[src/rtl/uart_alu_interface_if.sv]
`default_nettype none
// ============================================================================
// Module      : uart_alu_interface_if
// Description : UART RX/TX handshake and ALU status bundle for the controller
// Revision    : 1.0 - initial release
// ============================================================================
interface uart_alu_interface_if #(
    parameter int SIZEDATA = 8
);
    logic                i_rx_done;
    logic [SIZEDATA-1:0] i_rx_data;
    logic                i_tx_done;
    logic                o_tx_signal;
    logic [SIZEDATA-1:0] o_tx_result;
    logic                o_busy;
    logic                o_op_error;

    modport master (
        output i_rx_done, i_rx_data, i_tx_done,
        input  o_tx_signal, o_tx_result, o_busy, o_op_error
    );

    modport slave (
        input  i_rx_done, i_rx_data, i_tx_done,
        output o_tx_signal, o_tx_result, o_busy, o_op_error
    );
endinterface
`default_nettype wire

[src/rtl/uart_alu_interface.sv]
`default_nettype none
// ============================================================================
// Module      : uart_alu_interface
// Description : Collects A, B, opcode bytes from UART RX, computes the ALU
//               result and hands it to the UART TX, waiting for completion.
// Revision    : 1.0 - initial release
// ============================================================================
module uart_alu_interface #(
    parameter int SIZEDATA = 8,
    parameter int NB_OP    = 6
) (
    input  wire logic           i_clock,
    input  wire logic           i_reset,
    uart_alu_interface_if.slave bus
);
    localparam logic [2:0] c_GET_A   = 3'd0;
    localparam logic [2:0] c_GET_B   = 3'd1;
    localparam logic [2:0] c_GET_OP  = 3'd2;
    localparam logic [2:0] c_COMPUTE = 3'd3;
    localparam logic [2:0] c_SEND    = 3'd4;
    localparam logic [2:0] c_WAIT_TX = 3'd5;

    localparam logic [NB_OP-1:0] c_OP_SRL = NB_OP'(6'h02);
    localparam logic [NB_OP-1:0] c_OP_SRA = NB_OP'(6'h03);
    localparam logic [NB_OP-1:0] c_OP_ADD = NB_OP'(6'h20);
    localparam logic [NB_OP-1:0] c_OP_SUB = NB_OP'(6'h22);
    localparam logic [NB_OP-1:0] c_OP_AND = NB_OP'(6'h24);
    localparam logic [NB_OP-1:0] c_OP_OR  = NB_OP'(6'h25);
    localparam logic [NB_OP-1:0] c_OP_XOR = NB_OP'(6'h26);
    localparam logic [NB_OP-1:0] c_OP_NOR = NB_OP'(6'h27);

    logic [2:0]          r_state;
    logic [2:0]          w_state_next;
    logic [SIZEDATA-1:0] r_a;
    logic [SIZEDATA-1:0] r_b;
    logic [NB_OP-1:0]    r_op;
    logic [SIZEDATA-1:0] r_tx_result;
    logic                r_tx_signal;
    logic                r_busy;
    logic                r_op_error;
    logic [SIZEDATA-1:0] w_result;
    logic                w_unsupported;

    // Opcode occupies only the low NB_OP bits of the received byte.
    wire w_unused_rx_hi = ^bus.i_rx_data[SIZEDATA-1:NB_OP];

    always_comb begin
        w_state_next = r_state;
        case (r_state)
            c_GET_A:   if (bus.i_rx_done) w_state_next = c_GET_B;
            c_GET_B:   if (bus.i_rx_done) w_state_next = c_GET_OP;
            c_GET_OP:  if (bus.i_rx_done) w_state_next = c_COMPUTE;
            c_COMPUTE: w_state_next = c_SEND;
            c_SEND:    w_state_next = c_WAIT_TX;
            c_WAIT_TX: if (bus.i_tx_done) w_state_next = c_GET_A;
            default:   w_state_next = c_GET_A;
        endcase
    end

    // Shift amount is the full B byte, so oversized shifts saturate naturally.
    always_comb begin
        w_result      = '0;
        w_unsupported = 1'b0;
        case (r_op)
            c_OP_ADD: w_result = r_a + r_b;
            c_OP_SUB: w_result = r_a - r_b;
            c_OP_AND: w_result = r_a & r_b;
            c_OP_OR:  w_result = r_a | r_b;
            c_OP_XOR: w_result = r_a ^ r_b;
            c_OP_NOR: w_result = ~(r_a | r_b);
            c_OP_SRA: w_result = $signed(r_a) >>> r_b;
            c_OP_SRL: w_result = r_a >> r_b;
            default:  w_unsupported = 1'b1;
        endcase
    end

    always_ff @(posedge i_clock) begin
        if (i_reset) begin
            r_state     <= c_GET_A;
            r_a         <= '0;
            r_b         <= '0;
            r_op        <= '0;
            r_tx_result <= '0;
            r_tx_signal <= 1'b0;
            r_busy      <= 1'b0;
            r_op_error  <= 1'b0;
        end else begin
            r_state     <= w_state_next;
            r_tx_signal <= (w_state_next == c_SEND);
            r_busy      <= (w_state_next == c_COMPUTE) || (w_state_next == c_SEND) ||
                           (w_state_next == c_WAIT_TX);
            if (bus.i_rx_done && r_state == c_GET_A) begin
                r_a        <= bus.i_rx_data;
                r_op_error <= 1'b0;
            end
            if (bus.i_rx_done && r_state == c_GET_B)
                r_b <= bus.i_rx_data;
            if (bus.i_rx_done && r_state == c_GET_OP)
                r_op <= bus.i_rx_data[NB_OP-1:0];
            if (r_state == c_COMPUTE) begin
                r_tx_result <= w_result;
                r_op_error  <= w_unsupported;
            end
        end
    end

    assign bus.o_tx_signal = r_tx_signal;
    assign bus.o_tx_result = r_tx_result;
    assign bus.o_busy      = r_busy;
    assign bus.o_op_error  = r_op_error;
endmodule
`default_nettype wire

[src/flat_wrapper.sv]
// flat-port wrapper written by rule: the top's interface ports become plain ports
module uart_alu_interface_flat 
#(
    parameter int SIZEDATA = 8,
    parameter int NB_OP    = 6
)
  (i_clock, i_reset, bus_i_rx_done, bus_i_rx_data, bus_i_tx_done, bus_o_tx_signal, bus_o_tx_result, bus_o_busy, bus_o_op_error);
  uart_alu_interface_if #(.SIZEDATA(SIZEDATA)) bus_i ();
  input  wire logic i_clock;
  input  wire logic i_reset;
  input wire logic [$bits(bus_i.i_rx_done)-1:0] bus_i_rx_done;
  input wire logic [$bits(bus_i.i_rx_data)-1:0] bus_i_rx_data;
  input wire logic [$bits(bus_i.i_tx_done)-1:0] bus_i_tx_done;
  output wire logic [$bits(bus_i.o_tx_signal)-1:0] bus_o_tx_signal;
  output wire logic [$bits(bus_i.o_tx_result)-1:0] bus_o_tx_result;
  output wire logic [$bits(bus_i.o_busy)-1:0] bus_o_busy;
  output wire logic [$bits(bus_i.o_op_error)-1:0] bus_o_op_error;
  assign bus_i.i_rx_done = bus_i_rx_done;
  assign bus_i.i_rx_data = bus_i_rx_data;
  assign bus_i.i_tx_done = bus_i_tx_done;
  assign bus_o_tx_signal = bus_i.o_tx_signal;
  assign bus_o_tx_result = bus_i.o_tx_result;
  assign bus_o_busy = bus_i.o_busy;
  assign bus_o_op_error = bus_i.o_op_error;
  uart_alu_interface #(.SIZEDATA(SIZEDATA), .NB_OP(NB_OP)) u_core (.i_clock(i_clock), .i_reset(i_reset), .bus(bus_i));
endmodule
[config.mk]
export PLATFORM = sky130hd
export DESIGN_NAME = uart_alu_interface_flat
export DESIGN_NICKNAME = d
export VERILOG_FILES = /design/src/rtl/uart_alu_interface_if.sv /design/src/rtl/uart_alu_interface.sv /design/src/flat_wrapper.sv
export SDC_FILE = /design/constraint.sdc
export NUM_CORES = 1
export LEC_CHECK = 0
export ABC_CLOCK_PERIOD_IN_PS = 5900
export CORE_MARGIN = 5
export CORE_UTILIZATION = 55
export CTS_CLUSTER_DIAMETER = 50
export CTS_CLUSTER_SIZE = 25
export DETAILED_ROUTE_END_ITERATION = 7
export PLACE_DENSITY = 0.76
export SETUP_SLACK_MARGIN = 0.3
export SYNTH_ARGS = -nofsm -noshare
export SYNTH_HDL_FRONTEND = slang
export SYNTH_SLANG_ARGS = --single-unit
[constraint.sdc]
create_clock -name i_clock -period 5.9 [get_ports i_clock]
set_input_delay 1.18 -clock i_clock [delete_from_list [all_inputs] [get_ports i_clock]]
set_output_delay 1.18 -clock i_clock [all_outputs]
set_load 0.03 [all_outputs]
# --- After elaboration in Yosys (flattened, before gate mapping) ---
# Index checks and enable logic that the tools add are counted.
totals:
  ff_bits: 36
  input_bits: 12
  out_inout_bits: 11
  word_cells: 49
op_classes:
  addsub: 2
  eq_ne: 16
  n_shift: 2
  mux: 9
  bitwise_logic: 4
  reduce_logical: 8
ops:
  columns: ["cell", "n"]
  rows:
  - ["$pmux 8 s8", 1]
  - ["$eq 6x6->1 const B", 6]
  - ["$pmux 3 s6", 1]
  - ["$eq 3x3->1 const B", 4]
  - ["$eq 6x2->1 const B", 2]
  - ["$mux 3", 4]
  - ["$eq 3x2->1 const B", 3]
  - ["$add 8x8->8", 1]
  - ["$and 8x8->8", 1]
  - ["$not 8->8", 1]
  - ["$or 8x8->8", 1]
  - ["$reduce_or 8->1", 1]
  - ["$shr 8x8->8", 1]
  - ["$sshr 8x8->8", 1]
  - ["$sub 8x8->8", 1]
  - ["$xor 8x8->8", 1]
  - ["$eq 3x1->1 const B", 1]
  - ["$logic_and 1x1->1", 3]
  - ["$logic_not 3->1", 1]
  - ["$mux 1", 3]
  - ["$logic_or 1x1->1", 2]
  - ["$reduce_bool 2->1", 1]

# --- Depth between registers and ports, before layout ---
logic_depth:
  depth_word: 5
  ltp_mapped: 13
  depth_no_buf: 11

# --- Worst setup path before layout ---
# OpenSTA, ideal clock, no wires.
synth_path:
  path_kind: "reg2reg"
  start: "register u_core.r_op[2]"
  end: "register u_core.r_tx_result[6] (netlist: u_core.bus.o_tx_result[6])"
  setup_ns: 0.095
  t_arrival_ns: 2.803
  t_required_ns: 5.805
  path_slack_ns: 3.001
  stages_incl_launch_ff: 11
  n_path_buf: 0
  synth_period_minus_slack_ns: 2.899
  path_cell_list: "dfxtp_1 or4b_4 nor3b_4 mux2i_1 fa_1 a211oi_1 o21bai_1 a21oi_1 xnor2_1 nand2_1 a221oi_1"
synth_via:
  elab_chain_len: 2
  word_cells_on_any_way: 9
  cone_classes: "eq/ne (8); mux (1)"
synth_lines:
  columns: ["element", "line", "text"]
  rows:
  - ["start: declaration", "uart_alu_interface.sv:36", "logic [NB_OP-1:0] r_op;"]
  - ["start signal: assignment", "uart_alu_interface.sv:99", "r_op <= bus.i_rx_data[NB_OP-1:0];"]
  - ["$eq 6x2->1 or $eq 6x6->1 (tied branches)", "uart_alu_interface.sv:64", "case (r_op)"]
  - ["$pmux 8 s8 (*)", "uart_alu_interface.sv:64", null]
  - ["end signal: assignment", "uart_alu_interface.sv:101", "r_tx_result <= w_result;"]
  - ["end: declaration", "uart_alu_interface.sv:37", "logic [SIZEDATA-1:0] r_tx_result;"]
# Every way passes the cells marked *; elsewhere a longest branch is shown, timed or not.
# A chain may end at the register's enable or synchronous reset.

# --- Worst setup path in the final report ---
layout_path:
  start: "register u_core.r_op[1]"
  end: "register u_core.r_tx_result[6] (netlist: u_core.bus.o_tx_result[6])"
# Same word-level chain as after synthesis.

==> impl_metrics.csv <==
group,metric,value,unit
outcome,status,"finished, final reports clean",
min_path,worstHoldStart,"u_core.bus.o_tx_result[6]",
sta,max_slew_margin,17.9,%
detailed_routing,drt_iter0_markers,342,
final_layout,diodes,0,
detailed_routing,vias_per_cell,6.21,
yosys,synth_cell_types,59,
placement,port_buffers,22,
grt,grt_pass1_vias,2441,
clocking,post_cts_buffers,0,
floorplanning,die_h,83.8,um
yosys,yosysWarnings,0,
setup_path,cp_top_family,"simple AND/OR/NAND/NOR gates",
floorplanning,core_area,5200,um^2
grt,antenna_found_initial,0,
setup_path,critPathBufInv,0,
floorplanning,die_w,83.8,um
yosys,synthArstFlopShare,0,%
sta,setup_viol,0,
yosys,synth_top_area_cell,"dfxtp_1",
sta,slew_violations,0,
sta,period_minus_slack,3.70,ns
clocking,cts_resized,0,
setup_path,r2r_start,"u_core.r_op[1]",
sta,holdWs,0.476,ns
yosys,netlist_area,2990,um^2
setup_path,cp-start-kind,"flip-flop",
setup_path,arrival,3.91,ns
final_layout,final_nets,412,
yosys,avgSynthCellArea,8.17,um^2
clocking,clk_pin_slew,0.08,ns
final_layout,syn_to_final_growth,9.87,%
sta,hold_viol_final,0,
sta,fin_tns_setup,0,ns
detailed_routing,vias,2770,
detailed_routing,ant_nets,0,
detailed_routing,wl,7630,um
grt,grt_max_degree,37,
sta,fmax,270,MHz
setup_path,slowest_delay,0.91,ns
min_path,whs_endpoint,"u_core.bus.o_tx_result[6]",
placement,gp_congestion,0.962,
yosys,ys_seq_elements,36,
clocking,clock_path_buffers,2,
yosys,synth_flop_cell,"dfxtp_1",
setup_path,cp.required,6.11,ns
grt,grt_usage,21.6,%
pwr,p_leak,0.00118,uW
floorplanning,std_cell_rows,26,
pwr,powerDensity,214,nW/um^2
clocking,numCtsBuffers,5,
clocking,postCtsHoldBufs,0,
yosys,synth_top_area_share,24.1,%
final_layout,regArea,721,um^2
placement,dp_slack,2.23,ns
setup_path,critical_path_class,"flip-flop to flip-flop",
final_layout,fillers,453,
final_layout,final_common_cell,"nand2_1",
clocking,clkSinkCount,36,
yosys,synth_area_leaders,"dfxtp_1 24%, ha_1 10%, mux2i_1 8.4%, nand2_1 5.6%, a21oi_1 5.4%",
clocking,cts_tree,"done",
detailed_routing,wl_per_cell,17.1,um
placement,hpwl,5660,um
min_path,hp-class,"flip-flop to flip-flop",
setup_path,critical_path.cell_chain,"or4b_4 > nor3b_4 > mux2i_1 > fa_1 > a211oi_1 > o21bai_1 > a21oi_1 > xnor2_1 > nand2_1 > a221oi_1",
floorplanning,ioPinCount,23,
sta,grt_setup_unrepaired,"false",
final_layout,drive_gt1_share,6.91,%
final_layout,multi_input_area,2050,um^2
yosys,syn_inst,366,
detailed_routing,drc,0,
floorplanning,fp.dieArea,7010,um^2
floorplanning,initial_core_util,57.5,%
pwr,peakVddDrop,0.136,mV
final_layout,final_cell_mix,"45 x nand2_1, 40 x nor2_1, 36 x dfxtp_1",
setup_path,r2r_slack,2.20,ns
sta,setup_slack,2.20,ns
yosys,synth-edff-count,0,
sta,fin_crit_sh,62.7,%
grt,grt_pass1_wl,12500,um
setup_path,critical-path-slowest-cell,"dfxtp_1",
sta,finClkSkew,0.00366,ns
setup_path,r2r-end,"u_core.bus.o_tx_result[6]",
flow_run,max_cap_viol_count,0,
setup_path,crit_path_end_kind,"flip-flop",
sta,tightest_slew,1.22,ns
clocking,htree_levels,2,
setup_path,reg2reg_depth,10,
min_path,whs_path_depth,2,
yosys,synth_nets,403,
clocking,insertion_delay,0.30,ns
grt,grt-ovfl-total,0,
setup_path,crit_fanout,21,
detailed_routing,dr.pass1.iters,5,
clocking,cts-root-buf,"clkbuf_8",
yosys,yosysSeqAreaShare,24.1,%
worst max path at each step:
stage / start / endpoint / slack, ns / depth (start not counted)
finish: u_core.r_op[1] / u_core.bus.o_tx_result[6] / 2.20 / 10
CTS: u_core.r_op[1] / u_core.bus.o_tx_result[6] / 2.21 / 10
global placement: u_core.r_op[1] / u_core.bus.o_tx_result[6] / 2.34 / 10
global route: u_core.r_op[1] / u_core.bus.o_tx_result[6] / 1.85 / 10
detailed placement: u_core.r_op[1] / u_core.bus.o_tx_result[6] / 2.23 / 10
floorplan: u_core.r_op[2] / u_core.bus.o_tx_result[6] / 3.00 / 10
Yosys cell counts, types with 2 or more instances:
library cell and number:
nand2_1 45, a22oi_1 6, buf_2 7, a31oi_1 2, o221ai_1 2, nor4_2 3, a311oi_1 3, nand2b_1 3
a211oi_1 8, dfxtp_1 36, o22ai_1 5, a2111oi_0 2, clkbuf_8 2, clkbuf_1 7, and3_1 2, buf_4 2
mux2i_1 25, a21oi_1 32, nor2b_1 5, o211ai_1 2, mux4_2 3, o21ai_0 13, ha_1 24, nand3b_1 2
nor3_1 4, and2_1 2, a221oi_1 4, nand3_1 7, inv_1 19, xnor2_1 16, buf_6 3, xor2_1 4
nor2_1 40
worst register-to-register path, delay by kind of cell, from the launching register on:
family | cells | cell delay (ns)
simple gates | 3 | 1.07
fa+ha+maj | 1 | 0.51
flops | 1 | 0.91
xor+xnor | 1 | 0.13
mux | 1 | 0.19
compound gates | 4 | 0.80
registers in the layout (all words and copies together), names as in the netlist:
name,cells
u_core.bus.o_op_error,1
u_core.bus.o_tx_signal,1
u_core.r_b,8
u_core.r_op,6
u_core.r_a,8
u_core.r_state,3
u_core.bus.o_tx_result,8
u_core.bus.o_busy,1
report_power, final:
part / total (uW) / internal, uW / leakage, uW / switching (uW)
sequential: 276 / 252 / 0.000292 / 24.4
combinational: 198 / 91.4 / 0.000831 / 106
clock: 230 / 127 / 0.0000548 / 103
total: 704 / 470 / 0.00118 / 234
routing by layer:
metal  track usage (%)  share of wire, %
met3              4.54               9.8
met1              29.2                42
met5                 0                 0
met4              6.73               2.5
met2              34.3                46
stage by stage:
stage / std cells / total power, uW / cell area [um^2] / utilization [%]
global route: 446 / 742 / 3290 / 63.1
CTS: 446 / 706 / 3290 / 63.1
floorplan: 366 / 430 / 2990 / -
detailed placement: 438 / 475 / 3170 / 60.9
finish: 446 / 704 / 3290 / 63.1
global placement: 438 / 469 / 3170 / 60.9
kinds of logic (layout without fill, tap and decap cells):
kind of cell | after synthesis | after routing | synth area share [%]
adders and majority gates | 25 | 25 | 10.7
AOI/OAI and AO/OA | 91 | 91 | 20.0
xor gates and xnor gates | 21 | 21 | 6.40
muxes | 29 | 29 | 11.0
DFF | 36 | 36 | 24.1
buffers and inverters | 43 | 53 | 7.53
and+or+nand+nor | 121 | 121 | 20.3
area by class of cell:
cell class                 instances  share of cell area (%)
clock inverter                     3                    1.41
clock buffer                       5                    2.09
tap                               70                    2.66
timing repair buffer              25                    7.38
sequential                        36                    21.9
multi-input combinational        287                    62.2
inverter                          20                    2.28
Power figures use the tool's default switching activity.
